[config.mk]
export PLATFORM = sky130hd
export DESIGN_NAME = evaluate_ode_mc_fp
export DESIGN_NICKNAME = d
export VERILOG_FILES = /design/src/rtl/eval_ode_pkg.sv /design/src/rtl/eval_seq_div.sv /design/src/rtl/evaluate_ode_mc_fp.sv
export SDC_FILE = /design/constraint.sdc
export NUM_CORES = 1
export LEC_CHECK = 0
export BUFFER_PORTS_ARGS = -buffer_cell sky130_fd_sc_hd__buf_2
export CORE_MARGIN = 2
export CORE_UTILIZATION = 43
export CTS_CLUSTER_DIAMETER = 150
export DETAILED_ROUTE_END_ITERATION = 8
export PLACE_DENSITY = 0.71
export SKIP_CTS_REPAIR_TIMING = 1
export SKIP_LAST_GASP = 1
export SLEW_MARGIN = 20
export SYNTH_ARGS = -nofsm -noshare
export SYNTH_HDL_FRONTEND = slang
export SYNTH_SLANG_ARGS = --single-unit
[constraint.sdc]
create_clock -name clk -period 11.5 [get_ports clk]
set_clock_uncertainty 0.2 [all_clocks]
set_input_delay 1.15 -clock clk [delete_from_list [all_inputs] [get_ports clk]]
set_output_delay 1.15 -clock clk [all_outputs]
set_load 0.01 [all_outputs]
[src/rtl/eval_ode_pkg.sv]
// eval_ode_pkg: FSM state encoding and width helpers
// shared by evaluate_ode_mc_fp and its divider.
package eval_ode_pkg;

  typedef enum logic [1:0] {
    IDLE,
    TAU,
    DIV,
    UPD
  } ode_state_e;

  function automatic int num_w(input int state_w, input int dt_w);
    return state_w + dt_w + 2;
  endfunction

  function automatic int out_w(input int state_w, input int frac_w);
    return state_w - frac_w;
  endfunction

endpackage

[src/rtl/eval_seq_div.sv]
// eval_seq_div: signed restoring divider, one quotient bit per cycle,
// quotient truncated toward zero; done pulses once the result is valid.
module eval_seq_div
  import eval_ode_pkg::*;
#(
  parameter int NUM_W = 22,
  parameter int TAU_W = 24
) (
  input  logic                    clk,
  input  logic                    reset_n,
  input  logic                    start,
  input  logic signed [NUM_W-1:0] num,
  input  logic signed [TAU_W-1:0] den,
  output logic                    busy,
  output logic                    done,
  output logic signed [NUM_W-1:0] quo
);

  localparam int CNT_W = $clog2(NUM_W + 1);

  logic [NUM_W-1:0] quo_q, quo_d;
  logic [TAU_W:0]   rem_q, rem_d;
  logic [TAU_W-1:0] den_q, den_d;
  logic             neg_q, neg_d;
  logic             busy_q, busy_d;
  logic             done_q, done_d;
  logic [CNT_W-1:0] cnt_q, cnt_d;

  logic [NUM_W-1:0] num_abs;
  logic [TAU_W-1:0] den_abs;
  logic [TAU_W:0]   rem_sh;
  logic [TAU_W:0]   rem_nx;
  logic [NUM_W-1:0] quo_sh;

  always_comb begin
    num_abs = num[NUM_W-1] ? -num : num;
    den_abs = den[TAU_W-1] ? -den : den;
    rem_sh  = {rem_q[TAU_W-1:0], quo_q[NUM_W-1]};
    quo_sh  = {quo_q[NUM_W-2:0], 1'b0};
    rem_nx  = rem_sh;
    if (rem_sh >= {1'b0, den_q}) begin
      rem_nx    = rem_sh - {1'b0, den_q};
      quo_sh[0] = 1'b1;
    end
  end

  always_comb begin
    quo_d  = quo_q;
    rem_d  = rem_q;
    den_d  = den_q;
    neg_d  = neg_q;
    busy_d = busy_q;
    done_d = 1'b0;
    cnt_d  = cnt_q;
    if (start) begin
      quo_d  = num_abs;
      rem_d  = '0;
      den_d  = den_abs;
      neg_d  = num[NUM_W-1] ^ den[TAU_W-1];
      cnt_d  = '0;
      busy_d = 1'b1;
    end else if (busy_q) begin
      quo_d = quo_sh;
      rem_d = rem_nx;
      cnt_d = cnt_q + 1'b1;
      if (cnt_q == CNT_W'(NUM_W - 1)) begin
        busy_d = 1'b0;
        done_d = 1'b1;
      end
    end
  end

  always_ff @(posedge clk or negedge reset_n) begin
    if (!reset_n) begin
      quo_q  <= '0;
      rem_q  <= '0;
      den_q  <= '0;
      neg_q  <= 1'b0;
      busy_q <= 1'b0;
      done_q <= 1'b0;
      cnt_q  <= '0;
    end else begin
      quo_q  <= quo_d;
      rem_q  <= rem_d;
      den_q  <= den_d;
      neg_q  <= neg_d;
      busy_q <= busy_d;
      done_q <= done_d;
      cnt_q  <= cnt_d;
    end
  end

  assign busy = busy_q;
  assign done = done_q;
  assign quo  = neg_q ? -signed'(quo_q) : signed'(quo_q);

endmodule

[src/rtl/evaluate_ode_mc_fp.sv]
// evaluate_ode_mc_fp: multi-channel fixed-point ODE stepper, o += (T-o)*dt/tau.
// Define EVAL_SAT_EN to clamp the state update and drive the sticky sat flag.
module evaluate_ode_mc_fp
  import eval_ode_pkg::*;
#(
  parameter int NCH     = 4,
  parameter int IN_W    = 9,
  parameter int STATE_W = 16,
  parameter int FRAC_W  = 9,
  parameter int TAU_W   = 24,
  parameter int K_REF   = -1115,
  parameter int K_REG   = 1131,
  parameter int K_C     = 1529,
  parameter int TARGET  = 105,
  parameter int DT_W    = 4,
  parameter int DT_Q    = 1
) (
  input  logic                                clk,
  input  logic                                reset_n,
  input  logic                                step,
  input  logic [NCH*IN_W-1:0]                 vref,
  input  logic [NCH*IN_W-1:0]                 vreg,
  output logic [NCH*(STATE_W-FRAC_W)-1:0]     out,
  output logic                                busy,
  output logic                                done,
  output logic                                overrun,
  output logic                                sat
);

  localparam int NUM_W = num_w(STATE_W, DT_W);
  localparam int OUT_W = out_w(STATE_W, FRAC_W);
  localparam int CH_W  = (NCH > 1) ? $clog2(NCH) : 1;
  localparam int CNT_W = $clog2(NUM_W + 1);

  localparam logic signed [TAU_W-1:0] KREF_S = TAU_W'(K_REF);
  localparam logic signed [TAU_W-1:0] KREG_S = TAU_W'(K_REG);
  localparam logic signed [TAU_W-1:0] KC_S   = TAU_W'(K_C);
  localparam logic signed [NUM_W-1:0] TGT_FX = NUM_W'(TARGET << FRAC_W);
  localparam logic signed [NUM_W-1:0] DT_S   = NUM_W'(DT_Q);

  ode_state_e state_q, state_d;

  logic [CH_W-1:0]     ch_q, ch_d;
  logic [CNT_W-1:0]    cnt_q, cnt_d;
  logic [STATE_W-1:0]  o_q [NCH];
  logic [STATE_W-1:0]  o_d [NCH];
  logic [NCH*IN_W-1:0] vref_q, vref_d;
  logic [NCH*IN_W-1:0] vreg_q, vreg_d;
  logic                done_q, done_d;
  logic                ovr_q, ovr_d;

  logic [IN_W-1:0]         vref_c, vreg_c;
  logic [STATE_W-1:0]      o_c;
  logic signed [TAU_W-1:0] tau_raw, tau;
  logic signed [NUM_W-1:0] num;
  logic signed [NUM_W:0]   sum;
  logic [STATE_W-1:0]      o_new;

  logic                    div_start, div_busy, div_done;
  logic signed [NUM_W-1:0] div_q;

`ifdef EVAL_SAT_EN
  logic sat_q, sat_d;
  logic clamp;
`else
  logic unused_sum_hi;
`endif

  always_comb begin
    vref_c  = vref_q[ch_q*IN_W +: IN_W];
    vreg_c  = vreg_q[ch_q*IN_W +: IN_W];
    o_c     = o_q[ch_q];
    tau_raw = KREF_S * signed'(TAU_W'(vref_c))
            + KREG_S * signed'(TAU_W'(vreg_c))
            + KC_S;
    // A non-positive time constant would diverge; use the fastest legal one.
    tau = (tau_raw[TAU_W-1] || tau_raw == '0) ? TAU_W'(1) : tau_raw;
    num = (TGT_FX - signed'(NUM_W'(o_c))) * DT_S;
    sum = signed'((NUM_W+1)'(o_c)) + (NUM_W+1)'(div_q);
  end

`ifdef EVAL_SAT_EN
  always_comb begin
    clamp = 1'b0;
    o_new = sum[STATE_W-1:0];
    if (sum[NUM_W]) begin
      clamp = 1'b1;
      o_new = '0;
    end else if (|sum[NUM_W-1:STATE_W]) begin
      clamp = 1'b1;
      o_new = '1;
    end
  end
`else
  assign o_new         = sum[STATE_W-1:0];
  assign unused_sum_hi = ^sum[NUM_W:STATE_W];
`endif

  always_comb begin
    state_d   = state_q;
    ch_d      = ch_q;
    cnt_d     = cnt_q;
    o_d       = o_q;
    vref_d    = vref_q;
    vreg_d    = vreg_q;
    done_d    = 1'b0;
    ovr_d     = ovr_q | (step && state_q != IDLE);
    div_start = 1'b0;
`ifdef EVAL_SAT_EN
    sat_d     = sat_q;
`endif
    unique case (state_q)
      IDLE: begin
        if (step) begin
          vref_d  = vref;
          vreg_d  = vreg;
          ch_d    = '0;
          state_d = TAU;
        end
      end
      TAU: begin
        div_start = 1'b1;
        cnt_d     = '0;
        state_d   = DIV;
      end
      DIV: begin
        cnt_d = cnt_q + 1'b1;
        if (div_busy && cnt_q == CNT_W'(NUM_W - 1)) begin
          state_d = UPD;
        end
      end
      UPD: begin
        if (div_done) begin
          o_d[ch_q] = o_new;
`ifdef EVAL_SAT_EN
          sat_d = sat_q | clamp;
`endif
        end
        if (ch_q == CH_W'(NCH - 1)) begin
          state_d = IDLE;
          done_d  = 1'b1;
        end else begin
          ch_d    = ch_q + 1'b1;
          state_d = TAU;
        end
      end
      default: state_d = IDLE;
    endcase
  end

  always_ff @(posedge clk or negedge reset_n) begin
    if (!reset_n) begin
      state_q <= IDLE;
      ch_q    <= '0;
      cnt_q   <= '0;
      vref_q  <= '0;
      vreg_q  <= '0;
      done_q  <= 1'b0;
      ovr_q   <= 1'b0;
      for (int c = 0; c < NCH; c++) begin
        o_q[c] <= '0;
      end
    end else begin
      state_q <= state_d;
      ch_q    <= ch_d;
      cnt_q   <= cnt_d;
      vref_q  <= vref_d;
      vreg_q  <= vreg_d;
      done_q  <= done_d;
      ovr_q   <= ovr_d;
      o_q     <= o_d;
    end
  end

`ifdef EVAL_SAT_EN
  always_ff @(posedge clk or negedge reset_n) begin
    if (!reset_n) begin
      sat_q <= 1'b0;
    end else begin
      sat_q <= sat_d;
    end
  end
  assign sat = sat_q;
`else
  assign sat = 1'b0;
`endif

  eval_seq_div #(
    .NUM_W(NUM_W),
    .TAU_W(TAU_W)
  ) u_div (
    .clk    (clk),
    .reset_n(reset_n),
    .start  (div_start),
    .num    (num),
    .den    (tau),
    .busy   (div_busy),
    .done   (div_done),
    .quo    (div_q)
  );

  for (genvar c = 0; c < NCH; c++) begin : g_out
    assign out[c*OUT_W +: OUT_W] = o_q[c][STATE_W-1:FRAC_W];
  end

  assign busy    = (state_q != IDLE);
  assign done    = done_q;
  assign overrun = ovr_q;

endmodule

==> out/summary.txt <==
crit path kind - flip-flop to flip-flop
synth cell count leaders - inv_1, dfrtp_1, ha_1, nand2_1, o21ai_0
via count - 13500
first-pass GRT wire length - 70.8 mm
Crit path depth - 33
pin count of the biggest net entering global routing - 101
syn_nets - 2226
fmax - 0.102 GHz
Clock Latency Late Sink - 0.56 ns
RSZ-0062 raised after global routing - no
largest buffer count on any clock path - 3
post-place instance area - 0.0193 mm²
TritonRoute pass-1 iters - 5
fin crit period - 9.76 ns
area share of the largest cell type after synthesis - 30.4%
Synth area leaders - dfrtp_1, ha_1, fa_1, mux2_2, inv_1
Rel. slew slack - 33.0%
Mean Syn Cell Area - 9.91 µm²
Final Cell Area - 0.0202 mm²
worst r2r path cells - 33
fillcell total - 3922
Starting Density - 43.2%
Slowest-stage cell, CP - dfrtp_2
PortBufs - 105
# setup viols final - 0
Hold Crit Class - flip-flop to flip-flop
Reg clk slew, reported paths - 0.06 ns
register area - 0.00563 mm²
pre-CTS setup slack - 1.88 ns
Area Growth Syn to Fin - 9.09%
total gr overflow - 0
Post-synth top flop - dfrtp_1
hold path depth - 1
synthesized flop and latch total - 225
Avg Vias per Cell - 5.48
die area - 0.0447 mm²
cell count after synthesis - 1867
GRT Total Usage - 19.5%
synth warn - 0
Syn Std Cell Area - 0.0185 mm²
DIE WIDTH - 211 µm
period utilization - 84.9%
maxcap violations - 0
vias in the first global route - 14000
layout cells sized above 1 - 15.7%
Final Max Slew Viols - 0
NumNets Final - 2263
Worst R2R Setup Slack - 1.74 ns
setup TNS - 0 ns
CP required - 11.74 ns
Seq/Total Area, Yosys - 30.4%
FP Rows - 76
CTS tree - yes
Sink Count - 225
initial antenna violation count - 1
die height - 211 µm
Avg WL per Cell - 17.1 µm
synth unique cells - 76
Routed Antenna Nets - 0
CP Buf/Inv Count - 6
count leader, synth - inv_1
startpoint types - flip-flop
clock root buffer master - clkbuf_16
CTS buffer count - 26
routability cong. - 0.866
Core Area - 0.0428 mm²
area of the multi-input gates - 0.0115 mm²
Least-Margin Pin Slew - 1.00 ns
H-Tree Depth - 1
fin worst setup slack - 1.74 ns
Initial DRC Count - 770
EDFF count, synth - 0
HPWL Detailed - 31.6 mm
status - completed
Top delay family on crit path - adder cells
Synth area leader - dfrtp_1
Routed WL - 42.2 mm
Remaining DRCs - 0
IO Pins - 107
Final Hold Viols - 0
asr flop ratio synth - 100%
WP data arrival - 10.00 ns
CP max stage delay - 0.71 ns
Hold Worst Slack - 0.274 ns
critical path capture point type - flip-flop
Max FO, Critical Path - 16
==> kinds of logic after synthesis <==
kind of cell	count (synthesis)	synth area share (%)
buffers and inverters	339	7.55
and+or+nand+nor	410	10.7
xor gates and xnor gates	97	4.59
other	1	0.0203
AOI/OAI and AO/OA	366	12.7
DFF	225	30.4
adders and majority gates	285	23.3
muxes	144	10.7
==> path summary, 6_finish.rpt <==
check / from / end
max reg2reg: ch_q[0]$_DFFE_PN0P_ / u_div.den_q[1]$_DFFE_PN0P_
min reg2reg: overrun$_DFF_PN0_ / overrun$_DFF_PN0_
max in group asynchronous: reset_n / ch_q[0]$_DFFE_PN0P_
min: overrun$_DFF_PN0_ / overrun$_DFF_PN0_
min in group asynchronous: reset_n / out[15]$_DFFE_PN0P_
max: ch_q[0]$_DFFE_PN0P_ / u_div.den_q[1]$_DFFE_PN0P_
==> cell usage in the layout (no fill, tap or decap), types with 6 or more instances in the layout <==
master / instances
o21ai_0: 131
o21a_1: 12
buf_2: 104
nand4_1: 14
nand2b_1: 14
nor4_1: 8
mux2i_1: 23
o211ai_1: 7
nor2b_1: 10
clkbuf_16: 26
inv_1: 234
dfrtp_1: 223
and3_1: 11
a31oi_1: 13
a211oi_1: 8
buf_4: 8
nand3b_1: 6
a21oi_1: 58
or3_1: 11
xor2_1: 35
o21ai_1: 6
and2_1: 8
mux4_2: 33
clkbuf_1: 6
nor2_1: 85
ha_1: 183
nand2_1: 152
o21bai_1: 7
a21o_1: 30
or2_2: 8
nand3_1: 38
o31ai_1: 18
fa_1: 100
xnor2_1: 62
a311oi_1: 18
a41oi_1: 6
mux2_2: 85
nor3_1: 17
==> metrics by stage <==
stage / util [%] / cells
2_1_floorplan: - / 1867
3_3_place_gp: 45.1 / 2422
3_5_place_dp: 45.1 / 2422
4_1_cts: 47.1 / 2469
5_1_grt: 47.2 / 2470
6_report: 47.2 / 2470
==> layout make-up <==
class	instances	area share (%)
sequential	225	27.9
clock inverter	10	0.651
multi-input combinational	1303	57.0
inverter	234	4.35
antenna	1	0.0124
timing repair buffer	114	3.01
tap	546	3.38
clock buffer	37	3.68
==> sequential cells by signal, indices dropped and copies added, names as in the netlist, 2 cells and up <==
name,flops
u_div.quo_q,22
vref_q,36
u_div.den_q,24
u_div.cnt_q,5
out,28
cnt_q,5
o_q,36
ch_q,2
u_div.rem_q,24
state_q,2
vreg_q,36
==> metal layers <==
layer / GRT usage [%] / wire [µm] / vias up
li1: - / - / 6477
met1: 25.4 / 18900 / 6722
met2: 33.3 / 20100 / 271
met3: 2.67 / 1630 / 74
met4: 7.24 / 1580 / 0
met5: 0 / 0 / -
Power is left out: the tool's default activity adds up to more than one toggle a clock period on the data nets, which glitch-free logic cannot reach.
